<file path="src/rtl/locn_seq_ctrl.sv">
// locn_seq_ctrl: sequencer in front of the LOCN_XY location datapath.
// Loads sheet dimensions, issues one compute pass per accepted distance sample,
// waits for Comp_Done (with timeout) and serialises the X/Y result as bytes to UART TX.
// Optional feature macro: LSEQ_HEADER_EN prefixes each frame with 8'hA5 and the quadrant byte.
module locn_seq_ctrl #(
    parameter int unsigned DW        = 32,
    parameter int unsigned TIMEOUT_W = 8,
    parameter int unsigned TIMEOUT   = 200
) (
    input  logic          LSEQ_CLK,
    input  logic          LSEQ_RST,
    input  logic          DIM_VALID,
    input  logic [DW-1:0] DIM_X,
    input  logic [DW-1:0] DIM_Y,
    input  logic          S_VALID,
    output logic          S_READY,
    input  logic [DW-1:0] S_P,
    input  logic [DW-1:0] S_Q,
    input  logic [DW-1:0] S_R,
    input  logic [1:0]    S_QUAD,
    output logic [DW-1:0] LOCN_Dist_P,
    output logic [DW-1:0] LOCN_Dist_Q,
    output logic [DW-1:0] LOCN_Dist_R,
    output logic [DW-1:0] DIM_DX_X,
    output logic [DW-1:0] DIM_DX_Y,
    output logic          LOCN_DATA_INSERT,
    output logic          LOCN_INI,
    output logic [1:0]    LOCN_XY_Sel,
    input  logic          Comp_Done,
    input  logic [DW-1:0] Loc_X_out,
    input  logic [DW-1:0] Loc_Y_out,
    output logic          TX_VALID,
    input  logic          TX_READY,
    output logic [7:0]    TX_DATA,
    output logic          SEQ_DONE,
    output logic          SEQ_ERR
);

`ifdef LSEQ_HEADER_EN
    localparam int unsigned FW = 2 * DW + 16;
`else
    localparam int unsigned FW = 2 * DW;
`endif
    localparam int unsigned NB  = FW / 8;
    localparam int unsigned BCW = (NB > 1) ? $clog2(NB) : 1;

    typedef enum logic [2:0] {
        StIdle,
        StLoadDim,
        StStart,
        StWaitDone,
        StTx,
        StFin
    } state_e;

    state_e              r_state;
    state_e              w_state_nxt;
    logic [DW-1:0]       r_dim_sh_x;
    logic [DW-1:0]       r_dim_sh_y;
    logic                r_dim_pend;
    logic [DW-1:0]       r_dist_p;
    logic [DW-1:0]       r_dist_q;
    logic [DW-1:0]       r_dist_r;
    logic [1:0]          r_sel;
    logic [DW-1:0]       r_dim_dx_x;
    logic [DW-1:0]       r_dim_dx_y;
    logic [TIMEOUT_W-1:0] r_to_cnt;
    logic [FW-1:0]       r_shift;
    logic [BCW-1:0]      r_bcnt;

    logic                w_idle;
    logic                w_load_dim;
    logic                w_accept;
    logic                w_capture;
    logic                w_timeout;
    logic                w_tx_fire;
    logic                w_last_byte;
    logic [FW-1:0]       w_frame;

    assign w_idle      = (r_state == StIdle);
    // A fresh DIM_VALID in IDLE is loaded directly, so the strobe lands on the next cycle.
    assign w_load_dim  = w_idle && (r_dim_pend || DIM_VALID);
    assign w_accept    = w_idle && !r_dim_pend && !DIM_VALID && S_VALID;
    assign w_capture   = (r_state == StWaitDone) && Comp_Done;
    assign w_timeout   = (r_state == StWaitDone) && !Comp_Done &&
                         (r_to_cnt == TIMEOUT_W'(TIMEOUT - 1));
    assign w_tx_fire   = (r_state == StTx) && TX_READY;
    assign w_last_byte = (r_bcnt == BCW'(NB - 1));

`ifdef LSEQ_HEADER_EN
    assign w_frame = {8'hA5, 6'b0, r_sel, Loc_X_out, Loc_Y_out};
`else
    assign w_frame = {Loc_X_out, Loc_Y_out};
`endif

    // State register
    always_ff @(posedge LSEQ_CLK) begin
        if (LSEQ_RST) begin
            r_state <= StIdle;
        end else begin
            r_state <= w_state_nxt;
        end
    end

    // Next-state logic
    always_comb begin
        w_state_nxt = r_state;
        unique case (r_state)
            StIdle: begin
                if (w_load_dim) begin
                    w_state_nxt = StLoadDim;
                end else if (w_accept) begin
                    w_state_nxt = StStart;
                end
            end
            StLoadDim:  w_state_nxt = StIdle;
            StStart:    w_state_nxt = StWaitDone;
            StWaitDone: begin
                if (w_capture) begin
                    w_state_nxt = StTx;
                end else if (w_timeout) begin
                    w_state_nxt = StIdle;
                end
            end
            StTx: begin
                if (w_tx_fire && w_last_byte) begin
                    w_state_nxt = StFin;
                end
            end
            StFin:      w_state_nxt = StIdle;
            default:    w_state_nxt = StIdle;
        endcase
    end

    // Dimension shadow, pending flag and datapath dimension outputs
    always_ff @(posedge LSEQ_CLK) begin
        if (LSEQ_RST) begin
            r_dim_sh_x <= '0;
            r_dim_sh_y <= '0;
            r_dim_pend <= 1'b0;
            r_dim_dx_x <= '0;
            r_dim_dx_y <= '0;
        end else begin
            if (DIM_VALID) begin
                r_dim_sh_x <= DIM_X;
                r_dim_sh_y <= DIM_Y;
            end
            // A pulse arriving outside IDLE stays pending until the next IDLE cycle.
            if (w_load_dim) begin
                r_dim_pend <= 1'b0;
                r_dim_dx_x <= DIM_VALID ? DIM_X : r_dim_sh_x;
                r_dim_dx_y <= DIM_VALID ? DIM_Y : r_dim_sh_y;
            end else if (DIM_VALID) begin
                r_dim_pend <= 1'b1;
            end
        end
    end

    // Sample latch driving the datapath distance and quadrant inputs
    always_ff @(posedge LSEQ_CLK) begin
        if (LSEQ_RST) begin
            r_dist_p <= '0;
            r_dist_q <= '0;
            r_dist_r <= '0;
            r_sel    <= 2'b00;
        end else if (w_accept) begin
            r_dist_p <= S_P;
            r_dist_q <= S_Q;
            r_dist_r <= S_R;
            r_sel    <= S_QUAD;
        end
    end

    // Comp_Done timeout counter, cleared in START and counting through WAIT_DONE
    always_ff @(posedge LSEQ_CLK) begin
        if (LSEQ_RST) begin
            r_to_cnt <= '0;
        end else if (r_state == StStart) begin
            r_to_cnt <= '0;
        end else if (r_state == StWaitDone) begin
            r_to_cnt <= r_to_cnt + TIMEOUT_W'(1);
        end
    end

    // Result frame shift register; top byte is always the byte on offer
    always_ff @(posedge LSEQ_CLK) begin
        if (LSEQ_RST) begin
            r_shift <= '0;
            r_bcnt  <= '0;
        end else if (w_capture) begin
            r_shift <= w_frame;
            r_bcnt  <= '0;
        end else if (w_tx_fire) begin
            r_shift <= {r_shift[FW-9:0], 8'h00};
            r_bcnt  <= r_bcnt + BCW'(1);
        end
    end

    assign S_READY          = w_idle && !r_dim_pend && !DIM_VALID && !LSEQ_RST;
    assign LOCN_Dist_P      = r_dist_p;
    assign LOCN_Dist_Q      = r_dist_q;
    assign LOCN_Dist_R      = r_dist_r;
    assign LOCN_XY_Sel      = r_sel;
    assign DIM_DX_X         = r_dim_dx_x;
    assign DIM_DX_Y         = r_dim_dx_y;
    assign LOCN_DATA_INSERT = (r_state == StLoadDim);
    assign LOCN_INI         = (r_state == StStart);
    assign TX_VALID         = (r_state == StTx);
    assign TX_DATA          = (r_state == StTx) ? r_shift[FW-1 -: 8] : 8'h00;
    assign SEQ_DONE         = (r_state == StFin);
    assign SEQ_ERR          = w_timeout;

endmodule
</file>
<file path="config.mk">
export PLATFORM = sky130hd
export DESIGN_NAME = locn_seq_ctrl
export DESIGN_NICKNAME = d
export VERILOG_FILES = /design/src/rtl/locn_seq_ctrl.sv
export SDC_FILE = /design/constraint.sdc
export NUM_CORES = 1
export LEC_CHECK = 0
export ABC_AREA = 1
export BUFFER_PORTS_ARGS = -buffer_cell sky130_fd_sc_hd__buf_2
export CORE_AREA = 3 3 158 160
export CTS_BUF_LIST = sky130_fd_sc_hd__clkbuf_16
export DETAILED_ROUTE_END_ITERATION = 10
export DIE_AREA = 0 0 161 163
export PLACE_DENSITY = 0.8
export SYNTH_ARGS = -nofsm -noshare
export SYNTH_HDL_FRONTEND = slang
export SYNTH_SLANG_ARGS = --single-unit
export TNS_END_PERCENT = 5
</file>
<file path="constraint.sdc">
create_clock -name LSEQ_CLK -period 4.1 [get_ports LSEQ_CLK]
set_clock_uncertainty 0.1 [all_clocks]
set_input_delay 0.615 -clock LSEQ_CLK [delete_from_list [all_inputs] [get_ports LSEQ_CLK]]
set_output_delay 0.615 -clock LSEQ_CLK [all_outputs]
set_load 0.03 [all_outputs]
</file>
# Yosys cells after proc, flatten, opt, wreduce, memory -nomap -nowiden

Index checks and enable logic that the tools add are counted.

Bits in registers: 305
Output and inout bits: 176
Logic and storage cells: 57

$add $sub $neg: 2
Equal/unequal tests: 10
Multiplexer cells: 11
Reduce and logical (&&, ||, !) cells: 21

Operator list:

| cell                                                                    | count |
|---|---|
| 64-bit 2-to-1 mux                                                       | 2 |
| 32-bit 2-to-1 mux                                                       | 2 |
| 3-bit 2-to-1 mux                                                        | 5 |
| 3-bit case mux with 4 select lines                                      | 1 |
| 1-bit logical AND                                                       | 10 |
| 3-bit equality test, second input constant                              | 3 |
| 8-bit by 1-bit adder with 8-bit output, second input constant           | 1 |
| 8-bit equality test, second input constant                              | 1 |
| 8-bit 2-to-1 mux                                                        | 1 |
| 3-bit by 2-bit equality test with 1-bit output, second input constant   | 2 |
| 2-bit OR reduction                                                      | 3 |
| 1-bit zero test                                                         | 4 |
| 3-bit by 1-bit adder with 3-bit output, second input constant           | 1 |
| 3-bit by 1-bit equality test with 1-bit output, second input constant   | 1 |
| 3-bit zero test                                                         | 1 |
| 3-bit by 1-bit inequality test with 1-bit output, second input constant | 1 |
| 3-bit inequality test, second input constant                            | 1 |
| 3-bit AND reduction                                                     | 1 |
| 2-bit by 1-bit inequality test with 1-bit output, second input constant | 1 |
| 2-bit nonzero test                                                      | 1 |
| 1-bit logical OR                                                        | 1 |

# Logic depth before layout (Yosys ltp)

Word-level depth: 7
Gate-level depth with buffers: 8
Depth with buffers taken out: 8

# Worst setup path before layout

OpenSTA, ideal clock, no wires.

Path type: input port to output port
From: input port LSEQ_RST
To: output port S_READY
Data arrival time: 1.594 ns
Data required time: 3.385 ns
Setup slack: 1.791 ns
Cell stages on the path: 4
Buffers on the path: 3
Cells stage by stage: buf_2 -> clkbuf_1 -> clkbuf_1 -> nor2_1

Longest elaborated chain between the ends: 2

Ends and longest elaborated chain:

| element           | line | RTL |
|---|---|---|
| from (decl)       | 11   | `input logic LSEQ_RST,` |
| 1-bit zero test   | 199  | `assign S_READY = w_idle && !r_dim_pend && !DIM_VALID && !LSEQ_RST;` |
| 1-bit logical AND | 199  |  |
| to (decl)         | 16   | `output logic S_READY,` |

No other way between the ends.

# Worst setup path after layout

From: register r_state[1]
To: output port SEQ_ERR

Longest elaborated chain between the ends: 3

Ends and longest elaborated chain:

| element                                        | line | RTL |
|---|---|---|
| from (decl)                                    | 56   | `state_e r_state;` |
| from (signal assigned)                         | 99   | `r_state <= StIdle;` |
| from (signal assigned)                         | 101  | `r_state <= w_state_nxt;` |
| 3-bit by 2-bit equality test with 1-bit output | 85   | `assign w_timeout = (r_state == StWaitDone) && !Comp_Done &&` |
| 1-bit logical AND (2 in a row)                 | 85   |  |
| to (decl)                                      | 36   | `output logic SEQ_ERR` |

No other way between the ends.

==> results.sh <==
export IMPL_status="finished clean"
export IMPL_crit_arrival_ns=2.17
export IMPL_initial_utilization_pct=50.9
export IMPL_tns_ns=0
export IMPL_cts_buffer_depth=3
export IMPL_grt_pass1_vias=10595
export IMPL_worstMarginPinSlew_ns=1.08
export IMPL_hold_violations=0
export IMPL_rsz0062_at_grt="no"
export IMPL_switchingPower_mw=2.76
export IMPL_post_dp_hpwl_um=22600
export IMPL_clk_pin_slew_worst_paths_ns=0.07
export IMPL_placed_area_um2=14100
export IMPL_multi_input_area_um2=5010
export IMPL_relSlewSlack_pct=28.2
export IMPL_crit_family="simple AND/OR/NAND/NOR gates"
export IMPL_required_ns=3.38
export IMPL_path_max_fanout=30
export IMPL_p_leak_nw=7.08
export IMPL_chipHeight_um=163
export IMPL_p_per_area_nw_per_um2=541
export IMPL_power_mw=8.13
export IMPL_cts_buffers=31
export IMPL_drv_cap=0
export IMPL_p_int_mw=5.38
export IMPL_cts_tree="built"
export IMPL_critical_path_buf_inv_count=1
export IMPL_critical_path_cell_chain="nand2_1 > nor2_4 > nand2_1 > nor3_1 > buf_2"
export IMPL_die_w_um=161
export IMPL_vias_per_cell=5.14
export IMPL_synth_seq_cells=305
export IMPL_combPwrFrac_pct=24.7
export IMPL_drtAntennaViolNets=0
export IMPL_drive_gt1_share_pct=28.9
export IMPL_drt_iter0_markers=1062
export IMPL_root_buffer="clkbuf_16"
export IMPL_holdBufCountCts=0
export IMPL_htree_levels=1
export IMPL_drc=0
export IMPL_critPathKind="reg -> out"
export IMPL_yosysUniqueCellTypes=26
export IMPL_overflow=0
export IMPL_timing_fmax_ghz=0.347
export IMPL_gp_congestion=0.854
export IMPL_synth_nets=1760
export IMPL_setup_ws_ns=1.21
export IMPL_pwr_share_clk_pct=32.1
export IMPL_hold_path_class="in -> reg"
export IMPL_rows=56
export IMPL_design_area_um2=15000
export IMPL_fillers=2081
export IMPL_grt_pass1_wl_um=52500
export IMPL_ir_drop_mv=0.367
export IMPL_grt_antenna_before_repair=9
export IMPL_synthToLayoutAreaGrowth_pct=25.5
export IMPL_routed_wl_um=33800
export IMPL_cts_sinks=305
export IMPL_p_sw_share_pct=33.9
export IMPL_grt_start_max_net_pins=153
export IMPL_cts_setup_buffers=0
export IMPL_clk_insertion_delay_late_ns=0.55
export IMPL_fin_crit_ns=2.89
export IMPL_seqCellArea_um2=6110
export IMPL_period_share_pct=70.4
export IMPL_port_buffer_count=407
export IMPL_ioPinCount=408
export IMPL_syn_inst=1525
export IMPL_coreArea_um2=23500
export IMPL_ctsResizeCount=0
export IMPL_sequentialPowerShare_pct=43.2
export IMPL_synth_warnings=0
export IMPL_wl_per_cell_um=15.3
export IMPL_fin_nets=2097
export IMPL_dieArea_um2=26200
export IMPL_slowest_delay_ns=0.56
export IMPL_syn_avg_cell_area_um2=7.85
export IMPL_place_ws_ns=1.68
export IMPL_drt_first_pass_iters=7
export IMPL_worst_path_max_delay_cell="nor2_4"
export IMPL_slew_violations=0
export IMPL_via_count=11380
export IMPL_syn_area_um2=12000
export IMPL_cp_common_cell="nand2_1"
export IMPL_finalSetupViolCount=0
export IMPL_cp_end_kind="primary output"
export IMPL_cp_start_kind="flop"
export IMPL_holdWs_ns=0.174
export IMPL_ys_seq_area_share_pct=51.0
export IMPL_grt_use_total_pct=24.2
synth_stat cells (all sizes together):
| cell type | count | area share (%) |
|---|---|---|
| clkinv | 1 | 0.031 |
| nand2 | 107 | 3.4 |
| inv | 91 | 2.9 |
| ha | 3 | 0.31 |
| o21a | 64 | 4.0 |
| nand3 | 120 | 5.1 |
| clkbuf | 79 | 2.5 |
| nor3 | 4 | 0.17 |
| dfxtp | 305 | 51 |
| buf | 38 | 1.8 |
| nor2 | 286 | 9.1 |
| xnor2 | 1 | 0.073 |
| or2 | 65 | 3.4 |
| a21oi | 138 | 5.8 |
| nand4 | 2 | 0.10 |
| nand3b | 56 | 3.5 |
| o21ai | 165 | 6.9 |
sequential cells by signal (all words and copies together), names as in the netlist:
register and flops:
r_bcnt 3, r_dim_sh_x 32, r_dim_sh_y 32, r_to_cnt 8, r_shift 64, r_state 3, DIM_DX_X 32, LOCN_XY_Sel 2
LOCN_Dist_P 32, LOCN_Dist_R 32, r_dim_pend 1, LOCN_Dist_Q 32, DIM_DX_Y 32
stage by stage:
stage               std cells  utilization [%]
detailed placement       2148             59.7
CTS                      2206             63.7
floorplan                1525                -
global placement         2148             59.7
finish                   2214             63.8
global route             2214             63.8
power groups by stage:
stage,sequential (mW),combinational [mW],clock (mW)
floorplan,4.15,0.801,0
global route,3.55,2.17,2.78
finish,3.51,2.01,2.61
global placement,3.56,1.98,0
CTS,3.51,2.01,2.66
detailed placement,3.57,2.01,0
cells by family (layout without fill, tap and decap cells):
kind of cell / count (synthesis) / in the layout / synth area share (%)
compound gates: 367 / 367 / 16.7
xor+xnor: 1 / 1 / 0.0732
fa+ha+maj: 3 / 3 / 0.313
buf+inv: 209 / 571 / 7.19
flops: 305 / 305 / 51.0
other cells: 0 / 8 / 0
simple gates: 640 / 640 / 24.8
area by class of cell:
type / instances / area share, %
clock inverter: 27 / 1.10
inverter: 92 / 2.31
tap: 319 / 2.66
clock buffer: 31 / 5.16
multi-input combinational: 1011 / 33.4
sequential: 305 / 40.6
antenna: 8 / 0.133
timing repair buffer: 421 / 14.6
worst reg2reg max path, delay by kind of cell (launching register included):
family,cells,cell delay [ns]
buffers and inverters,3,0.62
DFF,1,0.41
and+or+nand+nor,6,1.20
per-layer routing:
layer,wire length (µm),part of all wire [%],GRT usage [%]
met1,13100,39,29.0
met5,7,0.021,0
met2,16500,49,40.9
met4,1490,4.4,11.3
met3,2660,7.9,6.18
final timing paths:
| kind | startpoint | cells after the start | endpoint | slack, ns |
|---|---|---|---|---|
| min | S_Q[12] | 3 | LOCN_Dist_Q[12] | 0.17 |
| min reg2reg | DIM_DX_X[11] | 1 | DIM_DX_X[11] | 0.36 |
| max | r_state[1] | 5 | SEQ_ERR | 1.21 |
| max reg2reg | r_state[1] | 9 | r_to_cnt[7] | 1.72 |
cell usage in the layout (no fill, tap or decap), types with 2 or more instances in the layout:
cell | synthesis | layout
a21oi_1 | 138 | 138
o21a_1 | 64 | 64
nand2_2 | 3 | 2
inv_1 | 87 | 92
nor2_4 | 2 | 2
nand3_1 | 119 | 119
o21ai_1 | 4 | 4
clkinv_2 | 0 | 9
inv_2 | 4 | 5
clkbuf_16 | 0 | 31
nor3_1 | 4 | 4
clkinv_1 | 1 | 6
clkinvlp_4 | 0 | 2
nand4_1 | 2 | 2
ha_1 | 3 | 3
nand3b_1 | 56 | 56
nor2_1 | 283 | 283
diode_2 | 0 | 8
nand2_1 | 104 | 104
buf_12 | 0 | 4
or2_2 | 65 | 65
buf_2 | 22 | 406
clkinv_4 | 0 | 3
buf_4 | 7 | 10
dfxtp_1 | 305 | 305
o21ai_0 | 161 | 161
(Power assumes the default switching activity.)
